<file path="src/rtl/pong_pkg.sv">
// Shared Pong constants and types.
// Horizontal timing, ball geometry and window FSM states.
package pong_pkg;

  localparam int BALL_H_BASE   = 55;
  localparam int BALL_WIDTH_PX = 4;
  localparam int HCNT_W        = 9;
  localparam int LINE_CLOCKS   = 455;

  localparam logic [HCNT_W-1:0] HBALL_RECENTRE = 9'd256;

  typedef enum logic {
    WIN_IDLE,
    WIN_VID
  } win_state_t;

endpackage

</file>
<file path="src/rtl/ball_video_window.sv">
// Ball horizontal video window.
// Holds hball high for WIDTH_PX clocks after each start pulse.
module ball_video_window
  import pong_pkg::*;
#(
  parameter int WIDTH_PX = BALL_WIDTH_PX
) (
  input  logic clk7_159,
  input  logic _rst,
  input  logic start,
  input  logic clr,
  output logic hball
);

  localparam logic [1:0] LAST = 2'(WIDTH_PX - 1);

  win_state_t state_q, state_d;
  logic [1:0] cnt_q, cnt_d;

  always_ff @(posedge clk7_159 or negedge _rst) begin
    if (!_rst) begin
      state_q <= WIN_IDLE;
      cnt_q   <= 2'd0;
    end else begin
      state_q <= state_d;
      cnt_q   <= cnt_d;
    end
  end

  always_comb begin
    state_d = state_q;
    cnt_d   = cnt_q;
    unique case (state_q)
      WIN_IDLE: begin
        if (start) begin
          state_d = WIN_VID;
          cnt_d   = 2'd0;
        end
      end
      WIN_VID: begin
        if (start) begin
          cnt_d = 2'd0;
        end else if (cnt_q == LAST) begin
          state_d = WIN_IDLE;
          cnt_d   = 2'd0;
        end else begin
          cnt_d = cnt_q + 2'd1;
        end
      end
      default: begin
        state_d = WIN_IDLE;
        cnt_d   = 2'd0;
      end
    endcase
    if (clr) begin
      state_d = WIN_IDLE;
      cnt_d   = 2'd0;
    end
  end

  assign hball = (state_q == WIN_VID);

endmodule

</file>
<file path="src/rtl/ball_horizontal_counter.sv">
// Ball horizontal position counter.
// Reload from the direction code walks the ball against the line.
module ball_horizontal_counter
  import pong_pkg::*;
#(
  parameter logic [HCNT_W-1:0] BASE = 9'(BALL_H_BASE),
  parameter int WIDTH_PX = BALL_WIDTH_PX
) (
  input  logic              clk7_159,
  input  logic              _rst,
  input  logic              aa,
  input  logic              ba,
  input  logic              recentre,
  output logic [HCNT_W-1:0] hpos,
  output logic              hball_tc,
  output logic              hball
);

  logic [HCNT_W-1:0] hpos_q, hpos_d;
  logic [HCNT_W-1:0] reload;

  assign reload   = BASE + HCNT_W'({ba, aa});
  assign hball_tc = &hpos_q;
  assign hpos     = hpos_q;

  always_comb begin
    hpos_d = hpos_q + 1'b1;
    if (recentre)
      hpos_d = HBALL_RECENTRE;
    else if (hball_tc)
      hpos_d = reload;
  end

  always_ff @(posedge clk7_159 or negedge _rst) begin
    if (!_rst)
      hpos_q <= '0;
    else
      hpos_q <= hpos_d;
  end

  // A recentre on the terminal count must not open a window.
  ball_video_window #(
    .WIDTH_PX(WIDTH_PX)
  ) u_window (
    .clk7_159(clk7_159),
    ._rst    (_rst),
    .start   (hball_tc & ~recentre),
    .clr     (recentre),
    .hball   (hball)
  );

endmodule

</file>
<file path="config.mk">
export PLATFORM = sky130hd
export DESIGN_NAME = ball_horizontal_counter
export DESIGN_NICKNAME = d
export VERILOG_FILES = /design/src/rtl/pong_pkg.sv /design/src/rtl/ball_video_window.sv /design/src/rtl/ball_horizontal_counter.sv
export SDC_FILE = /design/constraint.sdc
export NUM_CORES = 1
export LEC_CHECK = 0
export ABC_AREA = 1
export ABC_CLOCK_PERIOD_IN_PS = 2230
export BUFFER_PORTS_ARGS = -buffer_cell sky130_fd_sc_hd__buf_2
export CORE_AREA = 4 4 41 43
export DETAILED_ROUTE_END_ITERATION = 6
export DIE_AREA = 0 0 45 47
export PLACE_DENSITY = 0.73
export SLEW_MARGIN = 20
export SYNTH_ARGS = -nofsm -noshare
export SYNTH_HDL_FRONTEND = slang
export SYNTH_SLANG_ARGS = --single-unit
</file>
<file path="constraint.sdc">
create_clock -name clk7_159 -period 2.23 [get_ports clk7_159]
set_input_delay 0.223 -clock clk7_159 [delete_from_list [all_inputs] [get_ports clk7_159]]
set_output_delay 0.223 -clock clk7_159 [all_outputs]
set_load 0.005 [all_outputs]
</file>
==> reports/metrics.yaml, run 1 <==
synth:
  synthCells: 77
  synth_area_leaders: "dfrtp_1 (47%), nand2_1 (8.9%), ha_1 (7.9%), inv_1 (6.5%), nor2_1 (4.7%)"
  synth.cell_area_um2: 634
  yosysTopAreaCell: "dfrtp_1"
  synth_top_area_share_pct: 47.3
  yosysUniqueCellTypes: 21
  syn-num-nets: 86
  synth_warnings: 0
  syn_avg_cell_area_um2: 8.24
  ys_seq_elements: 12
  yosysSeqAreaShare_pct: 47.3
setup_path:
  worstSetupEndpointType: "primary output"
  slowest_stage: "dfrtp_1"
  start_kind: "flop"
  r2r_end: "u_window.cnt_q[0]$_DFFE_PN0P_"
  cp_max_fo: 5
  worstRegToRegCells: 9
  rrSetupSlack_ns: 0.41
  path_cells: "ha_1 -> nand2_1 -> clkinv_1 -> nand2_1 -> nor2_1 -> ha_1 -> buf_2"
  worstReg2RegStart: "hpos[0]$_DFF_PN0_"
  critical_path_class: "flop to primary output"
  max_stage_delay_ns: 0.43
  required_ns: 2.01
  critPathArrivalTime_ns: 1.69
cts:
  cts-buffers-inserted: 3
  numClockSinks: 12
  path_clk_slew_ns: 0.07
  root_buffer: "clkbuf_4"
  clk_path_buf_depth: 2
  clkLatencyLatePin_ns: 0.27
  cts_max_level: 1
  cts_tree: "done"
route:
  vias: 552
  antenna_left: 0
  routed_wl_mm: 1.23
  wl_per_cell_um: 11.0
  drt_iter0_markers: 22
  drtPass1Iterations: 4
  drc: 0
  viasPerCell: 4.93
timing:
  tns_ns: 0
  slew_viol_final: 0
  finalCritPeriodShare_pct: 86.0
  min_period_ns: 1.92
  fmax_ghz: 0.522
  fin_skew_ns: 0.00306
  setup_slack_ns: 0.313
  final_hold_viol_count: 0
  rsz0062_at_grt: "no"
  max_slew.worst_pin.slew_ns: 0.267
  relSlewSlack_pct: 82.2
  setup-violations-final: 0
finish:
  seqCellArea_um2: 300
  layout-drive-gt1-share_pct: 27.8
  area_delta_synth_final_pct: 22.1
  antenna_cells: 0
  multi_input_comb_area_um2: 279
  finalNetCount: 107
  n_fill_cell: 139
global_routing:
  grt_remaining_overflow: 0
  grt_first_pass_wirelength_mm: 2.17
  grt_max_degree: 13
  grt_antenna_before_repair: 0
  grt_pass1_vias: 537
  grt_usage_pct: 14.3
placement:
  dp_hpwl_mm: 1.01
  io_buffers: 15
  gp_congestion: 0.799
  dp_slack_ns: 0.410
worst_hold_path:
  hold_start: "aa"
  holdPathEnd: "hpos[0]$_DFF_PN0_"
  hold_class: "input port to flop"
  hold_depth: 2
floorplan:
  fp.dieArea_um2: 2120
  core_um2: 1300
  ios: 16
  rows: 13
  die_h_um: 47
  die_w_um: 45
  start_util_pct: 48.7
power:
  pwr_density_cell_nw_per_um2: 554
  vdd.ir_drop.worst_mv: 0.419
  p_leak_nw: 0.417
status:
  status: "finished clean"
job:
  maxCapViolCount: 0
synthesized netlist by cell type:
library cell  number
inv_2              1
nor2_1             8
or2_2              1
clkinv_1           1
inv_1             11
ha_1               4
or2_1              1
dfrtp_1           12
inv_4              1
a31oi_1            1
nand3b_1           1
nand3_2            1
nor2_2             2
nand2_1           15
o21ai_0            2
a21oi_1            4
nor2_4             1
o22ai_1            1
nand2_2            1
o21ai_1            3
nand3_1            5
per-stage QoR:
step           hold WS (ns)  area (um^2)  utilization (%)  cells  power (mW)
6_report              0.167          774             59.5    112       0.429
5_1_grt               0.167          774             59.5    112       0.452
4_1_cts               0.164          774             59.5    112       0.436
3_5_place_dp          0.116          728             56.0    107       0.263
3_3_place_gp          0.114          728             56.0    107       0.262
2_1_floorplan       -0.0726          634                -     77       0.246
cell type report:
type | count | area share (%)
Clock buffer | 4 | 4.68
Inverter | 14 | 7.11
Multi-Input combinational cell | 51 | 36.0
Sequential cell | 12 | 38.8
Tap cell | 15 | 2.42
Timing Repair Buffer | 16 | 11.0
logic make-up after synthesis:
logic type | share of synthesized area, %
simple gates | 27.0
buf+inv | 8.68
fa+ha+maj | 7.89
compound gates | 9.07
flops | 47.3
report_power, final:
| group | internal (mW) | switching [mW] | leakage, nW |
|---|---|---|---|
| sequential | 0.222 | 0.00560 | 0.160 |
| clock | 0.0992 | 0.0708 | 0.0210 |
| combinational | 0.0133 | 0.0188 | 0.236 |
| total | 0.334 | 0.0952 | 0.417 |
layer usage:
metal	wire [um]	vias up	global-route usage, %	part of all wire [%]
met3	54	4	2.30	4.4
met2	600	14	23.7	49
li1	-	285	-	-
met1	557	249	18.2	45
met5	0	-	0	0
met4	16	0	7.02	1.3
worst max-delay path: cells and delay by family, from the launching register on:
family / cells / cell delay, ns
buffers and inverters: 2 / 0.26
AND/OR/NAND/NOR: 3 / 0.27
flip-flops: 1 / 0.43
adder cells (fa/ha/maj): 2 / 0.46
cell usage in the layout, fill, tap and decap left out:
master,n
a21oi_1,4
a31oi_1,1
buf_2,15
clkbuf_4,3
clkbuf_8,1
clkinv_1,1
dfrtp_1,12
dlygate4sd3_1,1
ha_1,4
inv_1,11
inv_2,1
inv_4,1
nand2_1,15
nand2_2,1
nand3_1,5
nand3_2,1
nand3b_1,1
nor2_1,8
nor2_2,2
nor2_4,1
o21ai_0,2
o21ai_1,3
o22ai_1,1
or2_1,1
or2_2,1
how the worst max path moves through the flow:
stage	from	end	slack [ns]
6_report	hpos[0]$_DFF_PN0_	hball_tc	0.31
2_1_floorplan	hpos[0]$_DFF_PN0_	u_window.cnt_q[0]$_DFFE_PN0P_	0.57
3_5_place_dp	hpos[0]$_DFF_PN0_	u_window.cnt_q[0]$_DFFE_PN0P_	0.41
5_1_grt	hpos[0]$_DFF_PN0_	hball_tc	0.16
3_3_place_gp	hpos[0]$_DFF_PN0_	u_window.cnt_q[0]$_DFFE_PN0P_	0.47
4_1_cts	hpos[0]$_DFF_PN0_	hball_tc	0.30
sequential cells by signal, indices dropped and copies added, names as in the netlist:
register	cells
hpos	9
u_window.cnt_q	2
u_window.hball	1
what timing repair did:
item	CTS	global route
endpoints found under the hold margin	12	0
hold buffers	1	0
resized for setup	0	0
endpoints found under the setup margin	0	0
buffers inserted	0	0
Power figures use the tool's default switching activity.
==> run 2, diff against run 1 <==
--- a/config.mk
+++ b/config.mk
@@ -6,12 +6,13 @@
 export NUM_CORES = 1
 export LEC_CHECK = 0
 export ABC_AREA = 1
-export ABC_CLOCK_PERIOD_IN_PS = 2230
+export ABC_CLOCK_PERIOD_IN_PS = 1600
 export BUFFER_PORTS_ARGS = -buffer_cell sky130_fd_sc_hd__buf_2
-export CORE_AREA = 4 4 41 43
+export CORE_MARGIN = 4
+export CORE_UTILIZATION = 44
 export DETAILED_ROUTE_END_ITERATION = 6
-export DIE_AREA = 0 0 45 47
-export PLACE_DENSITY = 0.73
+export PLACE_DENSITY = 0.71
+export SETUP_SLACK_MARGIN = 0.15
 export SLEW_MARGIN = 20
 export SYNTH_ARGS = -nofsm -noshare
 export SYNTH_HDL_FRONTEND = slang
==> constraint.sdc (replaced) <==
create_clock -name clk7_159 -period 1.6 [get_ports clk7_159]
set_input_delay 0.16 -clock clk7_159 [delete_from_list [all_inputs] [get_ports clk7_159]]
set_output_delay 0.16 -clock clk7_159 [all_outputs]
set_load 0.005 [all_outputs]
==> run 2 against run 1 <==
Effect of this change: non-clock buffer count grew 19; global-route usage grew 4.5 points; count of clock-buffer cells in the layout shrank 1; cell count grew 16%.
==> reports/metrics.yaml, run 2 (synthesis results as in run 1) <==
floorplan:
  ios: 16
  fp.dieArea_um2: 2110
  core_um2: 1330
  rows: 13
  die_h_um: 46.0
  start_util_pct: 47.6
  die_w_um: 46.0
cts:
  path_clk_slew_ns: 0.07
  cts_tree: "done"
  cts-buffers-inserted: 3
  numClockSinks: 12
  clk_path_buf_depth: 2
  clkLatencyLatePin_ns: 0.27
  root_buffer: "clkbuf_4"
  cts_max_level: 1
finish:
  layout_common_cells: "buf_4 (15), buf_2 (14), dfrtp_1 (12)"
  finalNetCount: 126
  mostFrequentLayoutCell: "buf_4"
  antenna_cells: 0
  area_delta_synth_final_pct: 60.7
  largest_reg_flops: 9
  layout-drive-gt1-share_pct: 53.0
worst_hold_path:
  holdPathEnd: "hpos[0]$_DFF_PN0_"
  hold_start: "aa"
  hold_class: "input port to flop"
  hold_depth: 2
route:
  drtPass1Iterations: 4
  antenna_left: 0
  drc: 0
  drt_iter0_markers: 24
  routed_wl_mm: 1.87
  vias: 701
  wl_per_cell_um: 14.4
  viasPerCell: 5.39
placement:
  gp_congestion: 0.729
  dp_hpwl_mm: 1.03
  io_buffers: 15
timing:
  max_slew.worst_pin.slew_ns: 0.277
  finalCritPeriodShare_pct: 97.3
  tns_ns: 0
  slew_viol_final: 0
  fin_skew_ns: 0.00285
  final_hold_viol_count: 0
  relSlewSlack_pct: 81.5
  fmax_ghz: 0.642
  setup-violations-final: 0
  min_period_ns: 1.56
  timing.hold.ws_ns: 0.0734
  rsz0062_at_grt: "yes"
setup_path:
  r2r_end: "hpos[2]$_DFF_PN0_"
  worstSetupEndpointType: "flop"
  rrSetupSlack_ns: 0.04
  critPathArrivalTime_ns: 1.75
  worstRegToRegCells: 10
  required_ns: 1.79
  cp_max_fo: 3
  critical_path_class: "flop to flop"
  start_kind: "flop"
  worstReg2RegStart: "hpos[1]$_DFF_PN0_"
global_routing:
  grt_pass1_vias: 670
  grt_first_pass_wirelength_mm: 2.79
  grt_remaining_overflow: 0
  grt_usage_pct: 18.8
  grt_max_degree: 13
  grt_antenna_before_repair: 0
job:
  maxCapViolCount: 0
status:
  status: "finished clean"
power:
  vdd.ir_drop.worst_mv: 0.448
  p_leak_nw: 0.564
  pwr_density_cell_nw_per_um2: 575
==> run 2: cell types whose count changed in the layout (fill, tap and decap cells not counted), moves of 3 or more <==
cell,before,now
nand2_1,15,10
buf_4,0,15
buf_6,0,5
nand2_2,1,4
nor2_4,1,4
==> run 2: final cells by class <==
class	count	area [um^2]
Sequential cell	12	300
Fill cell	82	314
Clock buffer	3	22.5
Timing Repair Buffer	35	249
Tap cell	15	18.8
Inverter	14	57.6
Multi-Input combinational cell	51	372
==> run 2: per-layer routing <==
layer	track usage, %	vias up	share of wire [%]
li1	-	318	-
met1	22.1	349	43
met2	33.2	27	50
met3	3.56	7	5.5
met4	6.82	0	2.2
met5	0	-	0
==> run 2: worst max-delay path by stage <==
stage                                  from                       endpoint  slack [ns]
after floorplan           hpos[0]$_DFF_PN0_              hpos[8]$_DFF_PN0_        0.09
after global placement    hpos[0]$_DFF_PN0_              hpos[8]$_DFF_PN0_        0.07
after detailed placement  hpos[0]$_DFF_PN0_  u_window.cnt_q[0]$_DFFE_PN0P_        0.03
after CTS                 hpos[0]$_DFF_PN0_  u_window.cnt_q[0]$_DFFE_PN0P_        0.03
after global routing      hpos[1]$_DFF_PN0_              hpos[7]$_DFF_PN0_      -0.005
final                     hpos[1]$_DFF_PN0_              hpos[2]$_DFF_PN0_        0.04
==> run 2: timing repair <==
action,CTS,global route
hold endpoints to repair,12,0
pin swaps,7,11
hold buffers,1,0
buffers inserted,13,4
endpoints found under the setup margin,13,13
resized for setup,8,15
==> run 2: report_power, final <==
part | leakage, nW | internal, mW | switching, mW | total [mW]
Clock | 0.0138 | 0.0871 | 0.0983 | 0.185
Combinational | 0.390 | 0.0420 | 0.0425 | 0.0845
Sequential | 0.160 | 0.309 | 0.00793 | 0.317
Total | 0.564 | 0.438 | 0.149 | 0.587
==> run 2: per-stage QoR <==
stage               setup WS (ns)  std cells  cell area [um^2]  utilization (%)  power [mW]
CTS                        0.0296        126               917             68.8       0.566
detailed placement         0.0288        109               767             57.5       0.374
global route             -0.00467        130              1020             76.5       0.613
global placement           0.0739        109               767             57.5       0.373
floorplan                  0.0902         77               658                -       0.345
finish                     0.0432        130              1020             76.5       0.587
==> run 2: critical path: stages (launching register included) <==
cell and delay [ns]:
dfrtp_1 0.40, ha_4 0.17, nand2_4 0.06, inv_4 0.07, nand2_4 0.05, nor2_4 0.12
ha_4 0.15, buf_6 0.12, buf_4 0.12, nand2_2 0.06, o22ai_1 0.16
==> run 3, diff against run 2 <==
--- a/config.mk
+++ b/config.mk
@@ -8,7 +8,6 @@
 export ABC_AREA = 1
 export ABC_CLOCK_PERIOD_IN_PS = 1600
 export BUFFER_PORTS_ARGS = -buffer_cell sky130_fd_sc_hd__buf_2
-export CORE_MARGIN = 4
 export CORE_UTILIZATION = 44
 export DETAILED_ROUTE_END_ITERATION = 6
 export PLACE_DENSITY = 0.71
==> run 3 against run 2 <==
Effect of this change: global-route usage grew 2.3 points; critical path depth down 4; largest power group unchanged; critical path type is now flop to primary output; largest cell class unchanged; cell count is 5.4% lower; critical endpoint is now hball_tc.
==> reports/metrics.yaml, run 3 (synthesis results as in run 1) <==
worst_hold_path:
  hold_class: "input port to flop"
  hold_start: "aa"
timing:
  rsz0062_at_grt: "yes"
  finalCritPeriodShare_pct: 97.7
  relSlewSlack_pct: 82.2
  slew_viol_final: 0
  fmax_ghz: 0.640
  max_slew.worst_pin.slew_ns: 0.267
  tns_ns: 0
  fin_skew_ns: 0.00940
  setup-violations-final: 0
  min_period_ns: 1.56
  final_hold_viol_count: 0
  timing.hold.ws_ns: 0.0834
finish:
  area_delta_synth_final_pct: 50.7
  instances_no_fill: 123
  finalNetCount: 118
  mostFrequentLayoutCell: "buf_2"
  layout-drive-gt1-share_pct: 48.1
  design_area_um2: 956
  layout_common_cells: "buf_2 (15), dfrtp_1 (12), nand2_1 (11)"
  largest_reg_flops: 9
  antenna_cells: 0
setup_path:
  critPathArrivalTime_ns: 1.40
  slowest_stage: "dfrtp_1"
  worstReg2RegStart: "hpos[0]$_DFF_PN0_"
  start_kind: "flop"
  critical_path_class: "flop to primary output"
  max_stage_delay_ns: 0.41
  crit_start: "hpos[5]$_DFF_PN0_"
  path_cells: "nand2_1 -> nor2_4 -> nand2_4 -> nor2_2 -> ha_4 -> buf_2"
  worstSetupEndpointType: "primary output"
  cp_max_fo: 4
  required_ns: 1.44
cts:
  clkLatencyLatePin_ns: 0.28
  cts_tree: "done"
  cts_max_level: 1
  cts-buffers-inserted: 3
  path_clk_slew_ns: 0.08
  numClockSinks: 12
  clk_path_buf_depth: 2
  root_buffer: "clkbuf_4"
global_routing:
  grt_first_pass_wirelength_mm: 2.13
  grt_pass1_vias: 512
  grt_remaining_overflow: 0
  grt_max_degree: 13
  grt_usage_pct: 21.1
  grt_antenna_before_repair: 0
floorplan:
  fp.dieArea_um2: 1600
  rows: 13
  die_h_um: 40.0
  start_util_pct: 48.1
  die_w_um: 40.0
  core_um2: 1320
  ios: 16
route:
  viasPerCell: 5.21
  drc: 0
  antenna_left: 0
  wl_per_cell_um: 12.6
  routed_wl_mm: 1.55
  drtPass1Iterations: 5
  drt_iter0_markers: 24
  vias: 641
job:
  maxCapViolCount: 0
placement:
  io_buffers: 15
  dp_hpwl_um: 940
  gp_congestion: 0.728
  postPlaceCellArea_um2: 767
  place_inst: 109
status:
  status: "finished clean"
power:
  pwr_density_cell_nw_per_um2: 648
  vdd.ir_drop.worst_mv: 0.621
  p_leak_nw: 0.527
[run 3: layer usage]
metal | routed length (um) | part of all wire, % | vias to the layer above | GRT usage [%]
met3 | 104 | 6.7 | 6 | 10.0
met5 | 0 | 0 | - | 0
met2 | 746 | 48 | 29 | 32.7
li1 | - | - | 308 | -
met1 | 668 | 43 | 298 | 26.3
met4 | 28 | 1.8 | 0 | 5.17
[run 3: power breakdown]
group | switching, mW | total, mW | internal, mW
sequential | 0.00488 | 0.314 | 0.309
clock | 0.102 | 0.241 | 0.139
combinational | 0.0364 | 0.0650 | 0.0286
total | 0.143 | 0.620 | 0.476
[run 3: what timing repair did]
action                     CTS  global route
setup endpoints to repair   13            13
hold endpoints to repair    12             0
buffers inserted             9             0
hold buffers                 1             0
pin swaps                    7             8
cloned                       0             0
gates resized for setup      7            13
[run 3: through the flow]
step	util [%]	worst slack (ns)	power (mW)
6_report	72.6	0.0371	0.620
5_1_grt	72.6	-0.0287	0.649
4_1_cts	68.4	0.0474	0.621
3_5_place_dp	58.2	0.0489	0.372
3_3_place_gp	58.2	0.112	0.372
2_1_floorplan	-	0.0902	0.345
[run 3: layout make-up]
class	instances	area, um^2
Clock buffer	4	36.3
Fill cell	97	362
Inverter	14	57.6
Multi-Input combinational cell	51	353
Sequential cell	12	300
Tap cell	15	18.8
Timing Repair Buffer	27	190
[run 3: critical path: cells and delay by family, from the launching register on]
kind	cells	cell delay [ns]
adders and majority gates	1	0.15
buffers and inverters	1	0.11
DFF	1	0.41
and+or+nand+nor	4	0.47
[run 3: final timing paths]
check / endpoint / slack (ns) / depth (start not counted)
setup reg to reg: hpos[2]$_DFF_PN0_ / 0.08 / 10
hold reg to reg: u_window.cnt_q[1]$_DFFE_PN0P_ / 0.52 / 2
min in group asynchronous: hpos[5]$_DFF_PN0_ / 0.28 / 2
max in group asynchronous: hpos[1]$_DFF_PN0_ / 1.10 / 2
setup / recovery: hball_tc / 0.04 / 6
hold / removal: hpos[0]$_DFF_PN0_ / 0.08 / 2
